`config.mk`:
```
export PLATFORM = sky130hd
export DESIGN_NAME = sid_osc
export DESIGN_NICKNAME = d
export VERILOG_FILES = /design/src/rtl/sid_pkg.sv /design/src/rtl/sid_lfsr.sv /design/src/rtl/sid_osc.sv
export SDC_FILE = /design/constraint.sdc
export NUM_CORES = 1
export LEC_CHECK = 0
export ABC_AREA = 1
export CAP_MARGIN = 20
export CORE_AREA = 10 10 105 117
export CTS_CLUSTER_DIAMETER = 30
export DETAILED_ROUTE_END_ITERATION = 6
export DIE_AREA = 0 0 115 127
export PLACE_DENSITY = 0.69
export SETUP_SLACK_MARGIN = 0.3
export SYNTH_ARGS = -nofsm -noshare
export SYNTH_HDL_FRONTEND = slang
export SYNTH_HIERARCHICAL = 1
export SYNTH_SLANG_ARGS = --single-unit
```
`constraint.sdc`:
```
create_clock -name clk -period 2.4 [get_ports clk]
set_clock_uncertainty 0.05 [all_clocks]
set_input_delay 0.24 -clock clk [delete_from_list [all_inputs] [get_ports clk]]
set_output_delay 0.24 -clock clk [all_outputs]
set_load 0.05 [all_outputs]
```
`src/rtl/sid_pkg.sv`:
```
// Shared constants for the SID voice front end.
//   - CPU register indices for one voice (0..6)
//   - control register bit positions
//   - noise LFSR reset seed and feedback taps
//   - accumulator bit that clocks the noise LFSR
package sid_pkg;

  localparam logic [2:0] SID_FREQ_LO = 3'd0;
  localparam logic [2:0] SID_FREQ_HI = 3'd1;
  localparam logic [2:0] SID_PW_LO   = 3'd2;
  localparam logic [2:0] SID_PW_HI   = 3'd3;
  localparam logic [2:0] SID_CTRL    = 3'd4;
  localparam logic [2:0] SID_AD      = 3'd5;
  localparam logic [2:0] SID_SR      = 3'd6;

  localparam int CTRL_GATE  = 0;
  localparam int CTRL_SYNC  = 1;
  localparam int CTRL_RING  = 2;
  localparam int CTRL_TEST  = 3;
  localparam int CTRL_TRI   = 4;
  localparam int CTRL_SAW   = 5;
  localparam int CTRL_PULSE = 6;
  localparam int CTRL_NOISE = 7;

  localparam logic [22:0] SID_LFSR_SEED = 23'h7FFFF8;
  localparam int LFSR_TAP_A = 22;
  localparam int LFSR_TAP_B = 17;

  // A 0->1 transition on this accumulator bit clocks the noise LFSR.
  localparam int ACC_NOISE_BIT = 19;

endpackage

```
`src/rtl/sid_lfsr.sv`:
```
// Noise shift register of one SID voice.
//   clk   : system clock
//   reset : synchronous, active-high; loads SEED
//   load  : reload SEED (test bit held on a tick)
//   step  : advance one position (accumulator noise-bit edge)
//   state : current register contents
module sid_lfsr
  import sid_pkg::*;
#(
  parameter int            W    = 23,
  parameter logic [W-1:0]  SEED = SID_LFSR_SEED
) (
  input  logic         clk,
  input  logic         reset,
  input  logic         load,
  input  logic         step,
  output logic [W-1:0] state
);

  logic [W-1:0] state_q, state_d;

  always_comb begin
    state_d = state_q;
    if (load)
      state_d = SEED;
    else if (step)
      state_d = {state_q[W-2:0], state_q[LFSR_TAP_A] ^ state_q[LFSR_TAP_B]};
  end

  always_ff @(posedge clk) begin
    if (reset) state_q <= SEED;
    else       state_q <= state_d;
  end

  assign state = state_q;

endmodule

```
`src/rtl/sid_osc.sv`:
```
// SID voice oscillator and register front end.
// Holds freq / pulse-width / control registers written over a byte bus and
// advances the phase accumulator and noise LFSR on each chip tick (clk_en).
//   clk, reset        : clock, synchronous active-high reset
//   clk_en            : one-clk chip tick
//   wr_en/addr/data   : CPU register write port (addr 0..6; 5..7 ignored)
//   sync_in           : msb_rising of the preceding voice
//   acc, lfsr, pw     : accumulator, noise register, pulse width
//   noise..triangle   : waveform selects (control bits 7..4)
//   ring, gate        : control bits 2 and 0
//   msb_rising        : acc MSB went 0->1 on the last tick (registered)
module sid_osc
  import sid_pkg::*;
#(
  parameter int                 ACC_W     = 24,
  parameter int                 LFSR_W    = 23,
  parameter logic [LFSR_W-1:0]  LFSR_SEED = SID_LFSR_SEED
) (
  input  logic              clk,
  input  logic              reset,
  input  logic              clk_en,
  input  logic              wr_en,
  input  logic [2:0]        wr_addr,
  input  logic [7:0]        wr_data,
  input  logic              sync_in,
  output logic [ACC_W-1:0]  acc,
  output logic [LFSR_W-1:0] lfsr,
  output logic [11:0]       pw,
  output logic              noise,
  output logic              pulse,
  output logic              saw,
  output logic              triangle,
  output logic              ring,
  output logic              gate,
  output logic              msb_rising
);

  logic [15:0]      freq_q, freq_d;
  logic [11:0]      pw_q,   pw_d;
  logic [7:0]       ctrl_q, ctrl_d;
  logic [ACC_W-1:0] acc_q,  acc_d, acc_sum;
  logic             msb_q,  msb_d;
  logic             lfsr_load, lfsr_step;

  // Register file. Ticks read the _q values, so a write landing on the same
  // clk as clk_en only takes effect from the following tick.
  always_comb begin
    freq_d = freq_q;
    pw_d   = pw_q;
    ctrl_d = ctrl_q;
    if (wr_en) begin
      case (wr_addr)
        SID_FREQ_LO: freq_d[7:0]  = wr_data;
        SID_FREQ_HI: freq_d[15:8] = wr_data;
        SID_PW_LO:   pw_d[7:0]    = wr_data;
        SID_PW_HI:   pw_d[11:8]   = wr_data[3:0];
        SID_CTRL:    ctrl_d       = wr_data;
        default: ;  // AD/SR and addr 7 live elsewhere
      endcase
    end
  end

  assign acc_sum = acc_q + {{(ACC_W-16){1'b0}}, freq_q};

  // Tick update: test beats hard sync beats normal accumulation.
  always_comb begin
    acc_d     = acc_q;
    msb_d     = msb_q;
    lfsr_load = 1'b0;
    lfsr_step = 1'b0;
    if (clk_en) begin
      if (ctrl_q[CTRL_TEST]) begin
        acc_d     = '0;
        msb_d     = 1'b0;
        lfsr_load = 1'b1;
      end else if (ctrl_q[CTRL_SYNC] && sync_in) begin
        acc_d = '0;
        msb_d = 1'b0;
      end else begin
        acc_d     = acc_sum;
        msb_d     = ~acc_q[ACC_W-1] & acc_sum[ACC_W-1];
        lfsr_step = ~acc_q[ACC_NOISE_BIT] & acc_sum[ACC_NOISE_BIT];
      end
    end
  end

  always_ff @(posedge clk) begin
    if (reset) begin
      freq_q <= '0;
      pw_q   <= '0;
      ctrl_q <= '0;
      acc_q  <= '0;
      msb_q  <= 1'b0;
    end else begin
      freq_q <= freq_d;
      pw_q   <= pw_d;
      ctrl_q <= ctrl_d;
      acc_q  <= acc_d;
      msb_q  <= msb_d;
    end
  end

  sid_lfsr #(.W(LFSR_W), .SEED(LFSR_SEED)) u_lfsr (
    .clk   (clk),
    .reset (reset),
    .load  (lfsr_load),
    .step  (lfsr_step),
    .state (lfsr)
  );

  assign acc        = acc_q;
  assign pw         = pw_q;
  assign noise      = ctrl_q[CTRL_NOISE];
  assign pulse      = ctrl_q[CTRL_PULSE];
  assign saw        = ctrl_q[CTRL_SAW];
  assign triangle   = ctrl_q[CTRL_TRI];
  assign ring       = ctrl_q[CTRL_RING];
  assign gate       = ctrl_q[CTRL_GATE];
  assign msb_rising = msb_q;

endmodule
```
## Yosys cells after proc, flatten, opt, wreduce, memory -nomap -nowiden

Index checks and enable logic that the tools add are counted.

| word-level totals | value |
|---|---|
| register bits after elaboration | 84 |
| input port bits | 16 |
| output and inout port bits | 66 |
| word-level logic and storage cells | 35 |

| operators by class | value |
|---|---|
| add/subtract/negate cells | 1 |
| eq/ne operators | 4 |
| mux-type cells | 9 |
| bitwise logic cells | 5 |
| reduce and logical (&&, ||, !) cells | 8 |

Operator list:

| cell | count |
|---|---|
| $mux W24 | 2 |
| $add A24 B16 Y24 | 1 |
| $reduce_and A2 Y1 | 5 |
| $mux W1 | 7 |
| $eq A3 B2 Y1 const B | 2 |
| $eq A3 B1 Y1 const B | 1 |
| $eq A3 B3 Y1 const B | 1 |
| $logic_not A3 Y1 | 1 |
| $and A1 B1 Y1 | 2 |
| $not A1 Y1 | 2 |
| $reduce_or A2 Y1 | 1 |
| $logic_and A1 B1 Y1 | 1 |
| $xor A1 B1 Y1 | 1 |

## Longest topological paths before layout

| logic depth | value |
|---|---|
| word-level depth | 5 |
| depth in mapped cells | 19 |
| mapped depth without buffers | 18 |

## Hierarchy

The synthesis kept the hierarchy.

Modules (own cells, without submodules):

| module | times used | cells an instance | area each (um2) | seq. area each (um2) |
|---|---|---|---|---|
| sid_osc | 1 | 526 | 3489.6 | 1221.2 |
| sid_lfsr | 1 | 105 | 862.1 | 460.4 |

## Least setup slack after synthesis

OpenSTA, ideal clock, no wires.

| path | value |
|---|---|
| path kind | reg-to-reg |
| start point | register acc_q[2], in the netlist acc[2] |
| end point | register u_lfsr.state_q[17], in the netlist u_lfsr/state[17] |
| library setup time | 0.126 ns |
| arrival | 2.379 ns |
| data required time | 2.224 ns |
| slack | -0.155 ns |
| cell stages (with the launch flop) | 18 |
| path buffers | 2 |
| clock period less this slack | 2.555 ns |
| cells stage by stage | dfxtp_1 ha_1 or2_4 nand3_2 nand2_2 nand2_1 nand2_2 nand2_1 nand2_1 inv_1 nor2_1 ha_1 inv_1 nor2_1 buf_6 buf_4 nand2_1 o211ai_2 |

| on the way | value |
|---|---|
| cells in the longest elaborated chain, start to end | 5 |

RTL lines:

| what | line | text |
|---|---|---|
| start: declaration | sid_osc.sv:41 | `logic [ACC_W-1:0] acc_q, acc_d, acc_sum;` |
| start signal: assignment | sid_osc.sv:92 | `acc_q <= '0;` |
| start signal: assignment | sid_osc.sv:98 | `acc_q <= acc_d;` |
| $add A24 B16 Y24 | sid_osc.sv:63 | `assign acc_sum = acc_q + {{(ACC_W-16){1'b0}}, freq_q};` |
| $and A1 B1 Y1 | sid_osc.sv:82 | `lfsr_step = ~acc_q[ACC_NOISE_BIT] & acc_sum[ACC_NOISE_BIT];` |
| $mux W1 | sid_osc.sv:76 | `end else if (ctrl_q[CTRL_SYNC] && sync_in) begin` |
| $mux W1 | sid_osc.sv:72 | `if (ctrl_q[CTRL_TEST]) begin` |
| $mux W1 | sid_osc.sv:71 | `if (clk_en) begin` |
| named net lfsr_step | sid_osc.sv:43 | `logic lfsr_load, lfsr_step;` |
| end signal: assignment | sid_lfsr.sv:32 | `else state_q <= state_d;` |
| end: declaration | sid_lfsr.sv:20 | `logic [W-1:0] state_q, state_d;` |

The timed path passes the listed nets, and every way through them passes these cells.
A chain may end at the register's enable or synchronous reset.

## Worst setup path after layout

| path | value |
|---|---|
| start point | register acc_q[13], in the netlist acc[13] |
| end point | register u_lfsr.state_q[21], in the netlist u_lfsr/state[21] |

Same word-level chain as after synthesis.

==> implementation parameters <==
Parameter                              Value

Timing
  Worst slew pin tran ... 0.539 ns
  Worst rel slew slack ... 64.0%
  Post-route worst setup slack ... 0.178 ns
  Final max-slew violation count ... 0
  Hold Vio Cnt, Final ... 0
  Setup violations, final ... 0
  Post-route clock period utilization ... 92.6%
  RSZ-0062 raised after global routing ... yes
  Achievable clock frequency ... 450 MHz
  Summed negative setup slack over all endpoints ... 0 ns
  Min Clock Period, post-route ... 2.22 ns

Clocking
  Cts bufs inserted ... 9
  CTS tree ... yes
  Clock Tree Buf Depth ... 2
  Clock insertion delay at the later pin of the skew report ... 0.34 ns
  Clk pin slew, worst setup/hold paths ... 0.06 ns
  CTS Root Buffer Type ... sky130_fd_sc_hd__clkbuf_16
  Clock Sink Count ... 84
  Max H-tree Level ... 3

Critical path
  Required @ worst endpoint ... 2.56 ns
  Largest fanout of any net on the critical path ... 11
  Endpoint kind of the worst setup timing path ... flop
  Start-to-end type of the worst setup path ... flop to flop
  Nature of the critical path startpoint ... flop
  Arrival @ worst endpoint ... 2.39 ns

Final layout
  Share of layout cells above drive strength 1 ... 21.7%
  Most frequent standard cell in the layout excluding fill and tap cells ... sky130_fd_sc_hd__nand2_1
  Post-route cell area ... 6230 um^2
  Area used by multi-input combinational logic ... 2570 um^2
  Number of filler cells placed in the layout ... 891
  P&R area growth vs syn ... 43.1%
  Number of standard cells in the layout, taps in and fillers out ... 870
  N_diodes ... 0
  Net count reported at finish ... 778
  Area taken by flip-flops and latches ... 1740 um^2
  Most frequent cells in the layout ... 150 x sky130_fd_sc_hd__nand2_1, 89 x sky130_fd_sc_hd__nor2_1, 81 x sky130_fd_sc_hd__clkdlybuf4s50_1, 63 x sky130_fd_sc_hd__dfxtp_1, 58 x sky130_fd_sc_hd__inv_1

Yosys
  Seq cells post-synth ... 84
  Sequential area share after synthesis ... 38.6%
  Synthesized net count ... 666
  Post-Synthesis Cells ... 631
  Post-synth design cell area ... 4350 um^2
  Synthesized area per cell ... 6.90 um^2
  Warnings from Yosys ... 6
  Count of cell types in the netlist ... 37

Power
  PnR Total Power ... 3320 uW
  Proportion of total power due to net switching ... 24.3%
  Power spent charging and discharging nets ... 807 uW
  Fraction of power consumed by the clock network ... 46.8%
  Leakage power total ... 0.00268 uW
  Highest ir drop seen on vdd ... 0.317 mV
  Part of the power in combinational logic ... 9.9%
  Internal Power ... 2510 uW
  Part of the power in registers ... 43.3%
  PD cells ... 533 nW/um^2

GRT
  Pin count of the biggest net entering global routing ... 41
  Initial antenna violation count ... 0
  GRT Overall Usage ... 17.5%
  Via count of the first global-routing pass ... 4284
  Grt total ovfl ... 0
  First-pass GRT wire length ... 21000 um

Detailed routing
  Post-detailed-routing wire length ... 13100 um
  Via density ... 5.14
  Via count of the routed design ... 4470
  Initial drt markers ... 262
  WL per Instance ... 15.0 um
  Count of nets left with antenna violations after detail routing ... 0
  First drt pass iteration count ... 5
  DR DRC count ... 0

Status
  Outcome ... complete, no violations

Die
  Initial core utilization ... 43.3%
  Number of placement rows ... 39
  Core footprint ... 10100 um^2
  I/O pin cnt ... 82
  Die area ... 14600 um^2
  Horizontal extent of the die ... 115 um
  Die Span Y ... 127 um

Place
  Buffers on Ports ... 81
  Number of placed cells counting well taps ... 826
  Final HPWL DP ... 8990 um
  RePlAce Congestion ... 0.886
  Post-Place Worst Slack ... 0.0955 ns
  Total placed instance area ... 5500 um^2

Flow run
  Max-Cap Viols ... 0

Min path
  Min-Delay Path Class ... flop to flop
layer usage:
metal,part of all wire [%],up-vias,track usage [%]
li1,-,2238,-
met1,43,2067,20.9
met2,50,148,29.8
met3,6.5,17,4.68
met4,1.4,0,5.39
met5,0,-,0
synth_stat cells:
| library cell | count | area (um^2) |
|---|---|---|
| sky130_fd_sc_hd__o21ai_2 | 1 | 8.76 |
| sky130_fd_sc_hd__ha_1 | 18 | 225 |
| sky130_fd_sc_hd__nand3b_4 | 1 | 20.0 |
| sky130_fd_sc_hd__nor2_1 | 94 | 353 |
| sky130_fd_sc_hd__o211ai_1 | 1 | 7.51 |
| sky130_fd_sc_hd__a21oi_1 | 37 | 185 |
| sky130_fd_sc_hd__a21oi_2 | 6 | 52.6 |
| sky130_fd_sc_hd__inv_2 | 6 | 22.5 |
| sky130_fd_sc_hd__o211ai_2 | 2 | 25.0 |
| sky130_fd_sc_hd__nand2_2 | 9 | 56.3 |
| sky130_fd_sc_hd__nor3_1 | 2 | 10.0 |
| sky130_fd_sc_hd__or2_2 | 2 | 12.5 |
| sky130_fd_sc_hd__a21o_1 | 2 | 15.0 |
| sky130_fd_sc_hd__dfxtp_1 | 84 | 1680 |
| sky130_fd_sc_hd__fa_1 | 1 | 20.0 |
| sky130_fd_sc_hd__o21ai_1 | 5 | 25.0 |
| sky130_fd_sc_hd__o22ai_1 | 2 | 12.5 |
| sky130_fd_sc_hd__nor3_2 | 1 | 10.0 |
| sky130_fd_sc_hd__nand4_1 | 4 | 25.0 |
| sky130_fd_sc_hd__buf_4 | 3 | 22.5 |
| sky130_fd_sc_hd__nor3_4 | 2 | 32.5 |
| sky130_fd_sc_hd__o21ai_0 | 45 | 225 |
| sky130_fd_sc_hd__inv_1 | 62 | 233 |
| sky130_fd_sc_hd__nor2_4 | 1 | 11.3 |
| sky130_fd_sc_hd__buf_8 | 1 | 15.0 |
| sky130_fd_sc_hd__nand3_2 | 4 | 40.0 |
| sky130_fd_sc_hd__nand3b_1 | 4 | 30.0 |
| sky130_fd_sc_hd__nor2_2 | 10 | 62.6 |
| sky130_fd_sc_hd__nand3_1 | 38 | 190 |
| sky130_fd_sc_hd__buf_6 | 3 | 33.8 |
| sky130_fd_sc_hd__buf_1 | 1 | 3.75 |
| sky130_fd_sc_hd__or2_4 | 1 | 8.76 |
| sky130_fd_sc_hd__buf_2 | 2 | 10.0 |
| sky130_fd_sc_hd__nand2_1 | 167 | 627 |
| sky130_fd_sc_hd__inv_4 | 1 | 6.26 |
| sky130_fd_sc_hd__and2_1 | 1 | 6.26 |
| sky130_fd_sc_hd__clkbuf_1 | 7 | 26.3 |
through the flow:
step,hold WS [ns],util [%]
2_1_floorplan,0.259,-
3_3_place_gp,0.382,54.7
3_5_place_dp,0.387,54.7
4_1_cts,0.396,61.6
5_1_grt,0.421,62.0
6_report,0.394,62.0
power by group through the flow:
| stage | logic (uW) | registers (uW) | clock network, uW |
|---|---|---|---|
| 3_3_place_gp | 303 | 1470 | 0 |
| 5_1_grt | 355 | 1440 | 1620 |
| 6_report | 328 | 1440 | 1550 |
| 4_1_cts | 326 | 1440 | 1570 |
| 3_5_place_dp | 308 | 1470 | 0 |
| 2_1_floorplan | 133 | 1530 | 0 |
layout make-up:
type                       instances  area share (%)
multi-input combinational        461            41.3
timing repair buffer             117            18.4
clock buffer                      10            4.02
sequential                        84            27.9
tap                              123            2.47
timing repair inverter             1           0.141
inverter                          69            4.42
clock inverter                     5            1.33
registers in the layout, summed over array words and instances (netlist names):
signal	cells
acc	24
ctrl_q	8
freq_q	16
msb_rising	1
pw	12
u_lfsr/state	23
what timing repair did:
action,4_1_cts,5_1_grt
gates cloned,3,0
hold buffers,0,0
buffers inserted,23,3
resized for setup,43,6
endpoints found under the setup margin,24,31
pin swaps,22,8
path summary, 6_finish.rpt:
kind	from	end	slack, ns	cells after the start
setup / recovery	acc[13]	u_lfsr/state[21]	0.18	16
hold reg to reg	pw[8]	pw[8]	0.39	2
setup reg to reg	acc[13]	u_lfsr/state[21]	0.18	16
hold / removal	pw[8]	pw[8]	0.39	2
cells by family after synthesis:
| family | synth area share, % |
|---|---|
| fa+ha+maj | 5.64 |
| flops | 38.6 |
| simple gates | 34.4 |
| compound gates | 12.8 |
| buf+inv | 8.57 |
worst max-delay path, stage by stage, from the launching register on:
cell,delay (ns)
sky130_fd_sc_hd__dfxtp_4,0.36
sky130_fd_sc_hd__ha_4,0.29
sky130_fd_sc_hd__nand2_2,0.07
sky130_fd_sc_hd__nor2_2,0.13
sky130_fd_sc_hd__inv_1,0.06
sky130_fd_sc_hd__nor2_1,0.11
sky130_fd_sc_hd__nand2_2,0.07
sky130_fd_sc_hd__nand2_2,0.06
sky130_fd_sc_hd__inv_2,0.05
sky130_fd_sc_hd__nor2_4,0.11
sky130_fd_sc_hd__ha_4,0.14
sky130_fd_sc_hd__inv_2,0.04
sky130_fd_sc_hd__nor2_4,0.15
sky130_fd_sc_hd__buf_12,0.18
sky130_fd_sc_hd__inv_16,0.05
sky130_fd_sc_hd__nand2_1,0.07
sky130_fd_sc_hd__nand3_1,0.08
Note: power is estimated with default switching activity, not from simulation.
